`src/rtl/ultrasonic_echo_responder.sv`:
```
// rtl/ultrasonic_echo_responder.sv - HC-SR04-style sensor emulator
// Qualifies a trigger pulse, waits a burst delay, then drives an echo whose width encodes range_cm.
module ultrasonic_echo_responder #(
  parameter int TRIG_MIN_CYC    = 500,
  parameter int BURST_DELAY_CYC = 25000,
  parameter int CM_CYC          = 2900,
  parameter int TIMEOUT_CYC     = 1900000,
  parameter int HOLDOFF_CYC     = 50000
) (
  input  logic       clk,
  input  logic       rst,
  input  logic       trigger,
  input  logic [7:0] range_cm,
  input  logic       no_object,
  output logic       echo,
  output logic       busy,
  output logic       trig_err,
  output logic [7:0] echo_count
);

  localparam int DMAX = (TIMEOUT_CYC > BURST_DELAY_CYC) ?
                        ((TIMEOUT_CYC > HOLDOFF_CYC) ? TIMEOUT_CYC : HOLDOFF_CYC) :
                        ((BURST_DELAY_CYC > HOLDOFF_CYC) ? BURST_DELAY_CYC : HOLDOFF_CYC);
  localparam int DW = $clog2(DMAX + 1);
  localparam int WW = $clog2(TRIG_MIN_CYC + 1);
  localparam int SW = $clog2(CM_CYC + 1);

  localparam logic [WW-1:0] TRIG_MIN     = WW'(TRIG_MIN_CYC);
  localparam logic [DW-1:0] BURST_LAST   = DW'(BURST_DELAY_CYC - 1);
  localparam logic [DW-1:0] TIMEOUT_LAST = DW'(TIMEOUT_CYC - 1);
  localparam logic [DW-1:0] HOLD_LAST    = DW'(HOLDOFF_CYC - 1);
  localparam logic [SW-1:0] SUB_LAST     = SW'(CM_CYC - 1);

  typedef enum logic [2:0] {
    S_IDLE, S_TRIG_HI, S_BURST, S_ECHO, S_HOLDOFF
  } state_t;

  state_t state, next_state;

  logic          trig_m, trig_s, trig_d;
  logic [WW-1:0] wcnt;
  logic [DW-1:0] dcnt;
  logic [SW-1:0] sub_cnt;
  logic [7:0]    cm_cnt;
  logic          obj_none;
  logic          short_trig, echo_done;
  logic          echo_nxt, busy_nxt, err_nxt;

  always_ff @(posedge clk or posedge rst) begin
    if (rst) begin
      trig_m <= 1'b0;
      trig_s <= 1'b0;
      trig_d <= 1'b0;
    end else begin
      trig_m <= trigger;
      trig_s <= trig_m;
      trig_d <= trig_s;
    end
  end

  assign short_trig = (wcnt < TRIG_MIN);
  // Width = cm_cnt whole centimetres, each CM_CYC sub-counter cycles long.
  assign echo_done  = obj_none ? (dcnt == TIMEOUT_LAST)
                               : ((sub_cnt == SUB_LAST) && (cm_cnt == 8'd1));

  always_ff @(posedge clk or posedge rst) begin
    if (rst) state <= S_IDLE;
    else     state <= next_state;
  end

  always_comb begin
    next_state = state;
    case (state)
      S_IDLE:    if (trig_s && !trig_d) next_state = S_TRIG_HI;
      S_TRIG_HI: if (!trig_s) next_state = short_trig ? S_IDLE : S_BURST;
      S_BURST:   if (dcnt == BURST_LAST) next_state = S_ECHO;
      S_ECHO:    if (echo_done) next_state = S_HOLDOFF;
      S_HOLDOFF: if (dcnt == HOLD_LAST) next_state = S_IDLE;
      default:   next_state = S_IDLE;
    endcase
  end

  always_comb begin
    echo_nxt = (next_state == S_ECHO);
    busy_nxt = (next_state != S_IDLE);
    err_nxt  = (state == S_TRIG_HI) && !trig_s && short_trig;
  end

  always_ff @(posedge clk or posedge rst) begin
    if (rst) begin
      echo       <= 1'b0;
      busy       <= 1'b0;
      trig_err   <= 1'b0;
      echo_count <= 8'd0;
    end else begin
      echo     <= echo_nxt;
      busy     <= busy_nxt;
      trig_err <= err_nxt;
      if (state == S_ECHO && next_state == S_HOLDOFF) echo_count <= echo_count + 8'd1;
    end
  end

  always_ff @(posedge clk or posedge rst) begin
    if (rst) begin
      wcnt     <= '0;
      dcnt     <= '0;
      sub_cnt  <= '0;
      cm_cnt   <= 8'd0;
      obj_none <= 1'b0;
    end else begin
      if (state == S_IDLE) wcnt <= WW'(1);
      else if (state == S_TRIG_HI && trig_s && short_trig) wcnt <= wcnt + WW'(1);

      // dcnt is shared by BURST, timeout ECHO and HOLDOFF; it restarts on every state change.
      if (state != next_state) dcnt <= '0;
      else if (state == S_BURST || state == S_HOLDOFF || (state == S_ECHO && obj_none))
        dcnt <= dcnt + DW'(1);

      if (state != S_ECHO || sub_cnt == SUB_LAST) sub_cnt <= '0;
      else sub_cnt <= sub_cnt + SW'(1);

      if (state == S_TRIG_HI && next_state == S_BURST) begin
        cm_cnt   <= (range_cm == 8'd0) ? 8'd1 : range_cm;
        obj_none <= no_object;
      end else if (state == S_ECHO && !obj_none && sub_cnt == SUB_LAST && cm_cnt != 8'd1) begin
        cm_cnt <= cm_cnt - 8'd1;
      end
    end
  end

endmodule

```
`config.mk`:
```
export PLATFORM = sky130hd
export DESIGN_NAME = ultrasonic_echo_responder
export DESIGN_NICKNAME = d
export VERILOG_FILES = /design/src/rtl/ultrasonic_echo_responder.sv
export SDC_FILE = /design/constraint.sdc
export NUM_CORES = 1
export LEC_CHECK = 0
export CAP_MARGIN = 20
export CORE_ASPECT_RATIO = 0.5
export CORE_MARGIN = 3
export CORE_UTILIZATION = 49
export DETAILED_ROUTE_END_ITERATION = 7
export GPL_TIMING_DRIVEN = 0
export PLACE_DENSITY = 0.74
export REMOVE_ABC_BUFFERS = 1
export SYNTH_ARGS = -nofsm -noshare
export SYNTH_HDL_FRONTEND = slang
export SYNTH_SLANG_ARGS = --single-unit
```
`constraint.sdc`:
```
create_clock -name clk -period 3.7 [get_ports clk]
set_input_delay 0.555 -clock clk [delete_from_list [all_inputs] [get_ports clk]]
set_output_delay 0.555 -clock clk [all_outputs]
set_load 0.05 [all_outputs]
```
---- After elaboration in Yosys (flattened, before gate mapping) ----
Cells that the tools add are included.
word-level totals
  output and inout port bits .............. 11
  register bits ........................... 68
cells by class
  reduce and logical (&&, ||, !) cells .... 24
  muxes and demuxes ....................... 16
  equality and inequality tests ........... 15
  magnitude comparators ................... 1
  add/sub/neg operators ................... 5
operator list
  operator                                                                  count
  21-bit 2-to-1 mux                                                         2
  8-bit 2-to-1 mux                                                          3
  21-bit by 1-bit adder with 21-bit output (second input constant)          1
  21-bit by 15-bit == test with 1-bit output (second input constant)        1
  21-bit by 16-bit == test with 1-bit output (second input constant)        1
  21-bit == test (second input constant)                                    1
  9-bit 2-to-1 mux                                                          2
  3-bit 2-to-1 mux                                                          5
  3-bit one-hot mux with 5 select lines                                     1
  12-bit by 1-bit adder with 12-bit output (second input constant)          1
  12-bit == test (second input constant)                                    1
  3-bit by 2-bit == test with 1-bit output (second input constant)          4
  1-bit logical AND                                                         12
  12-bit 2-to-1 mux                                                         1
  9-bit by 1-bit adder with 9-bit output (second input constant)            1
  9-bit less-than comparator (second input constant)                        1
  8-bit by 1-bit adder with 8-bit output (second input constant)            1
  8-bit by 1-bit == test with 1-bit output (second input constant)          1
  8-bit logical NOT                                                         1
  8-bit by 1-bit inequality test with 1-bit output (second input constant)  1
  8-bit by 1-bit subtractor with 8-bit output (second input constant)       1
  3-bit == test (second input constant)                                     2
  2-bit nonzero test                                                        3
  3-bit by 1-bit == test with 1-bit output (second input constant)          1
  other kinds (8)                                                           12

---- Longest topological paths before layout ----
  depth in word-level cells ............... 8
  mapped depth ............................ 8
  mapped depth without buffers ............ 7

---- Worst setup path before layout ----
OpenSTA, ideal clock, no wires.
  kind .................................... flip-flop to flip-flop
  from .................................... register dcnt[0]
  to ...................................... register echo_count[1]
  stages on the path, launching flop included .. 7
  required time ........................... 3572 ps
  library setup time ...................... 128 ps
  setup slack ............................. 1654 ps
  arrival time ............................ 1919 ps
  cell sequence ........................... dfrtp_1 -> ha_1 -> or4b_4 -> nor4_4 -> a22oi_2 -> nor2_1 -> mux2_1
on the way
  cells in the longest elaborated chain, start to end .. 6
ends and longest elaborated chain
  element                                    RTL line  text
  start: declaration                         42        logic [DW-1:0] dcnt;
  start signal: assignment                   117       dcnt <= dcnt + DW'(1);
  21-bit == test                             63        assign echo_done = obj_none ? (dcnt == TIMEOUT_LAST)
  1-bit 2-to-1 mux                           63
  3-bit 2-to-1 mux                           77        S_ECHO: if (echo_done) next_state = S_HOLDOFF;
  3-bit one-hot mux with 5 select lines (*)  73        case (state)
  3-bit == test (*)                          99        if (state == S_ECHO && next_state == S_HOLDOFF) echo_count <= echo_count + 8'd1;
  1-bit logical AND (*)                      99
  end signal: assignment                     99
  end: declaration                           18        output logic [7:0] echo_count
Mark *: on every way between the ends. The rest lies on a longest branch, timed or not.
A chain may end at the register's enable or synchronous reset.

---- Worst setup path after layout ----
  from .................................... register state[1]
  to ...................................... register dcnt[10]
on the way
  cells in the longest elaborated chain, start to end .. 4
ends and longest elaborated chain
  element                                                           RTL line  text
  start: declaration                                                38        state_t state, next_state;
  start signal: assignment                                          68        else state <= next_state;
  3-bit == test (tied with other cells)                             73, 116
  3-bit one-hot mux with 5 select lines (tied with other cells)     73
  3-bit inequality test / 1-bit logical OR (equally long branches)  115, 116
  21-bit 2-to-1 mux / 2-bit nonzero test (equally long branches)    -
Several ways; a longest one is shown, not always the timed one.

==> summary.txt <==
Job
  • Max-Cap Viols: 0

Setup path
  • Worst setup SP type: flip-flop
  • Worst path arrival time: 3.15 ns
  • Setup crit end kind: flip-flop
  • CP required: 3.89 ns
  • Reg2reg setup slack: 0.74 ns
  • Worst path slowest cell: nor3_2
  • Crit Path Max Fanout: 16
  • Reg2Reg Depth: 6
  • CP most frequent cell: nor3_2
  • Crit path to: dcnt[10]$_DFFE_PP0P_
  • Crit Path Class: flip-flop to flip-flop
  • Worst-path cell chain: or4b_1, nor3_2, nor2_1, o211ai_2, buf_8, nor3_2
  • Launching point of the worst reg2reg path: state[1]$_DFF_PP0_
  • Worst flop-to-flop path endpoint: dcnt[10]$_DFFE_PP0P_
  • CP startpoint: state[1]$_DFF_PP0_
  • Critical Path Max Stage Delay: 0.78 ns

Layout
  • Layout area overhead: 16.4%
  • Fin util: 0.622
  • FILL cells: 551
  • Commonest non-fill, non-tap cell in the layout: dfrtp_1
  • ANT cells: 0
  • Final nets: 407
  • Most frequent cells in the layout: 68 x dfrtp_1, 30 x nor2_1, 26 x nand2_1
  • Final instance area: 4380 sq um
  • Share of cells above drive strength 1: 0.147

Logic synthesis
  • Main synth FF type: dfrtp_1
  • Post-synth EDFFs: 0
  • Syn avg cell area: 10.3 sq um
  • Sequential cell area fraction in the yosys report: 0.452
  • Dominant cell type by area after synthesis: dfrtp_1
  • Synthesis Warnings: 0
  • Synth area leaders: dfrtp_1 45%, nor3_2 5.6%, xnor2_1 5.4%, xor2_1 5.1%, nor2_1 3.0%
  • Async set or reset register ratio after synthesis: 1.00
  • Unique cell type count in the Yosys netlist: 60
  • Mapped Area: 3760 sq um
  • Synthesized instance count: 364
  • FF+latch count, synth: 68
  • Post-synth top area share: 0.452

Pwr
  • Worst VDD drop: 0.000249 V
  • Power per standard cell area: 382 nW/um^2
  • Leakage: 0.00176 uW
  • Total power: 1670 uW

Global routing
  • Vias in the first global route: 2921
  • All-Layer GR Usage: 0.200
  • Largest net degree at the start of global routing: 43
  • Global-route wire length before repair: 13700 um
  • Number of antenna violations at the first check in global routing: 0
  • Gr ovfl total: 0

Routing
  • Vias per inst: 5.96
  • Drt wl/cell: 16.0 um
  • Post-route antenna net violation count: 0
  • Via Count: 2897
  • Post-route DRC: 0
  • Final wirelength: 7780 um
  • Iter 0 DRT Violations: 180
  • First drt pass iteration count: 4

Clock tree
  • Number of buffers created by CTS: 9
  • Clock sinks: 68
  • Post_cts resized: 0
  • Clk slew on worst S/H paths: 0.05 ns
  • H-tree Lvls: 3
  • Postcts setup bufs: 0
  • Worst skew pair latency: 0.33 ns
  • Clk root buf: clkbuf_16
  • CTS tree: done
  • CTS Buffer Depth: 2
  • # hold bufs at CTS: 0

Floorplan
  • Die height: 68.0 um
  • Die area: 8830 sq um
  • Die X: 130 um
  • CORE AREA: 7040 sq um
  • Top-Level Pins: 23
  • Num rows: 21
  • Starting Density: 0.534

STA
  • Fin Setup TNS: 0 ns
  • Hold Vio Cnt, Final: 0
  • Final Max Tran Viols: 0
  • Setup violations, final: 0
  • Slew at the pin closest to its max-slew limit: 1.00 ns
  • Setup ws final: 0.736 ns
  • Clk_skew: 0.00679 ns
  • Post-layout min period: 2.96 ns
  • RSZ-0062 raised after global routing: false
  • Final Cycle Share: 0.801
  • Slew HR: 0.328
  • Achievable Freq: 337 MHz

Place
  • RePlAce Congestion: 0.828
  • Worst slack at placement: 0.803 ns
  • Area after DPL: 4070 sq um
  • Port Buf Inserts: 22
  • Detail Placement HPWL: 5450 um

Worst hold path
  • Min-Delay Path Class: flip-flop to flip-flop

Run status
  • Status: complete, no violations
power by group:
group / switching, uW / internal [uW] / total (uW) / leakage (uW)
logic: 45.9 / 25.5 / 71.4 / 0.000719
registers: 5.32 / 749 / 754 / 0.000898
clock network: 323 / 524 / 847 / 0.000142
through the flow:
| step | hold WS (ns) | cells |
|---|---|---|
| floorplan | 0.331 | 352 |
| finish | 0.351 | 486 |
| global placement | 0.341 | 466 |
| CTS | 0.357 | 485 |
| global route | 0.361 | 486 |
| detailed placement | 0.345 | 469 |
state kept, by name (all words and copies together) (netlist names), 3 cells and up:
register    count
state           3
dcnt           21
echo_count      8
sub_cnt        12
wcnt            9
cm_cnt          8
routing by layer:
layer	GRT usage	part of all wire	vias up	wire length (um)
met1	0.253	0.47	1435	3650
met4	0.0699	0.015	0	117
met5	0	0	-	0
li1	-	-	1387	-
met3	0.0561	0.044	14	344
met2	0.335	0.47	61	3670
final cells by class:
type,instances,area [sq um],area share
clock buffers,9,225,0.0514
clock inverters,7,76.3,0.0174
inverters,11,41.3,0.00943
multi-input cells,273,1950,0.446
flip-flops and latches,68,1700,0.389
well taps,92,115,0.0263
repair buffers,26,265,0.0606
cells in the mapped netlist (all sizes together) (2+ instances only):
master and n:
a21o 5, nand2b 4, ha 6, nor4b 5
dfrtp 68, and2 2, and4 2, or3 3
xnor2 23, o31ai 3, nor2 31, nand4 14
nand2 27, inv 11, buf 8, mux2i 2
and3 5, or4b 4, clkbuf 4, nand3 22
nand3b 2, nor4 17, o31a 2, or4 6
nor3b 2, o21ai 10, a32o 2, xor2 22
nand4bb 3, nor3 30
worst min path at each step:
stage | slack [ns] | cells after the start | endpoint | from
2_1_floorplan | 0.33 | 0 | trig_s$_DFF_PP0_ | trig_m$_DFF_PP0_
3_3_place_gp | 0.34 | 0 | trig_s$_DFF_PP0_ | trig_m$_DFF_PP0_
3_5_place_dp | 0.35 | 0 | trig_s$_DFF_PP0_ | trig_m$_DFF_PP0_
4_1_cts | 0.36 | 0 | trig_s$_DFF_PP0_ | trig_m$_DFF_PP0_
5_1_grt | 0.36 | 0 | trig_s$_DFF_PP0_ | trig_m$_DFF_PP0_
6_report | 0.35 | 0 | trig_s$_DFF_PP0_ | trig_m$_DFF_PP0_
kinds of logic after synthesis:
logic type / Yosys count / share of synthesized area
adders and majority gates: 6 / 0.0199
DFF: 68 / 0.452
and+or+nand+nor: 185 / 0.315
xor gates and xnor gates: 45 / 0.105
muxes: 3 / 0.00831
AOI/OAI and AO/OA: 34 / 0.0698
buffers and inverters: 23 / 0.0303
worst max-delay path, delay by kind of cell (launching register included):
kind / cells / cell delay, ns
buffers and inverters: 1 / 0.26
AO/OA/AOI/OAI: 1 / 0.49
AND/OR/NAND/NOR: 4 / 1.57
flip-flops: 1 / 0.50
(Power assumes the default switching activity.)
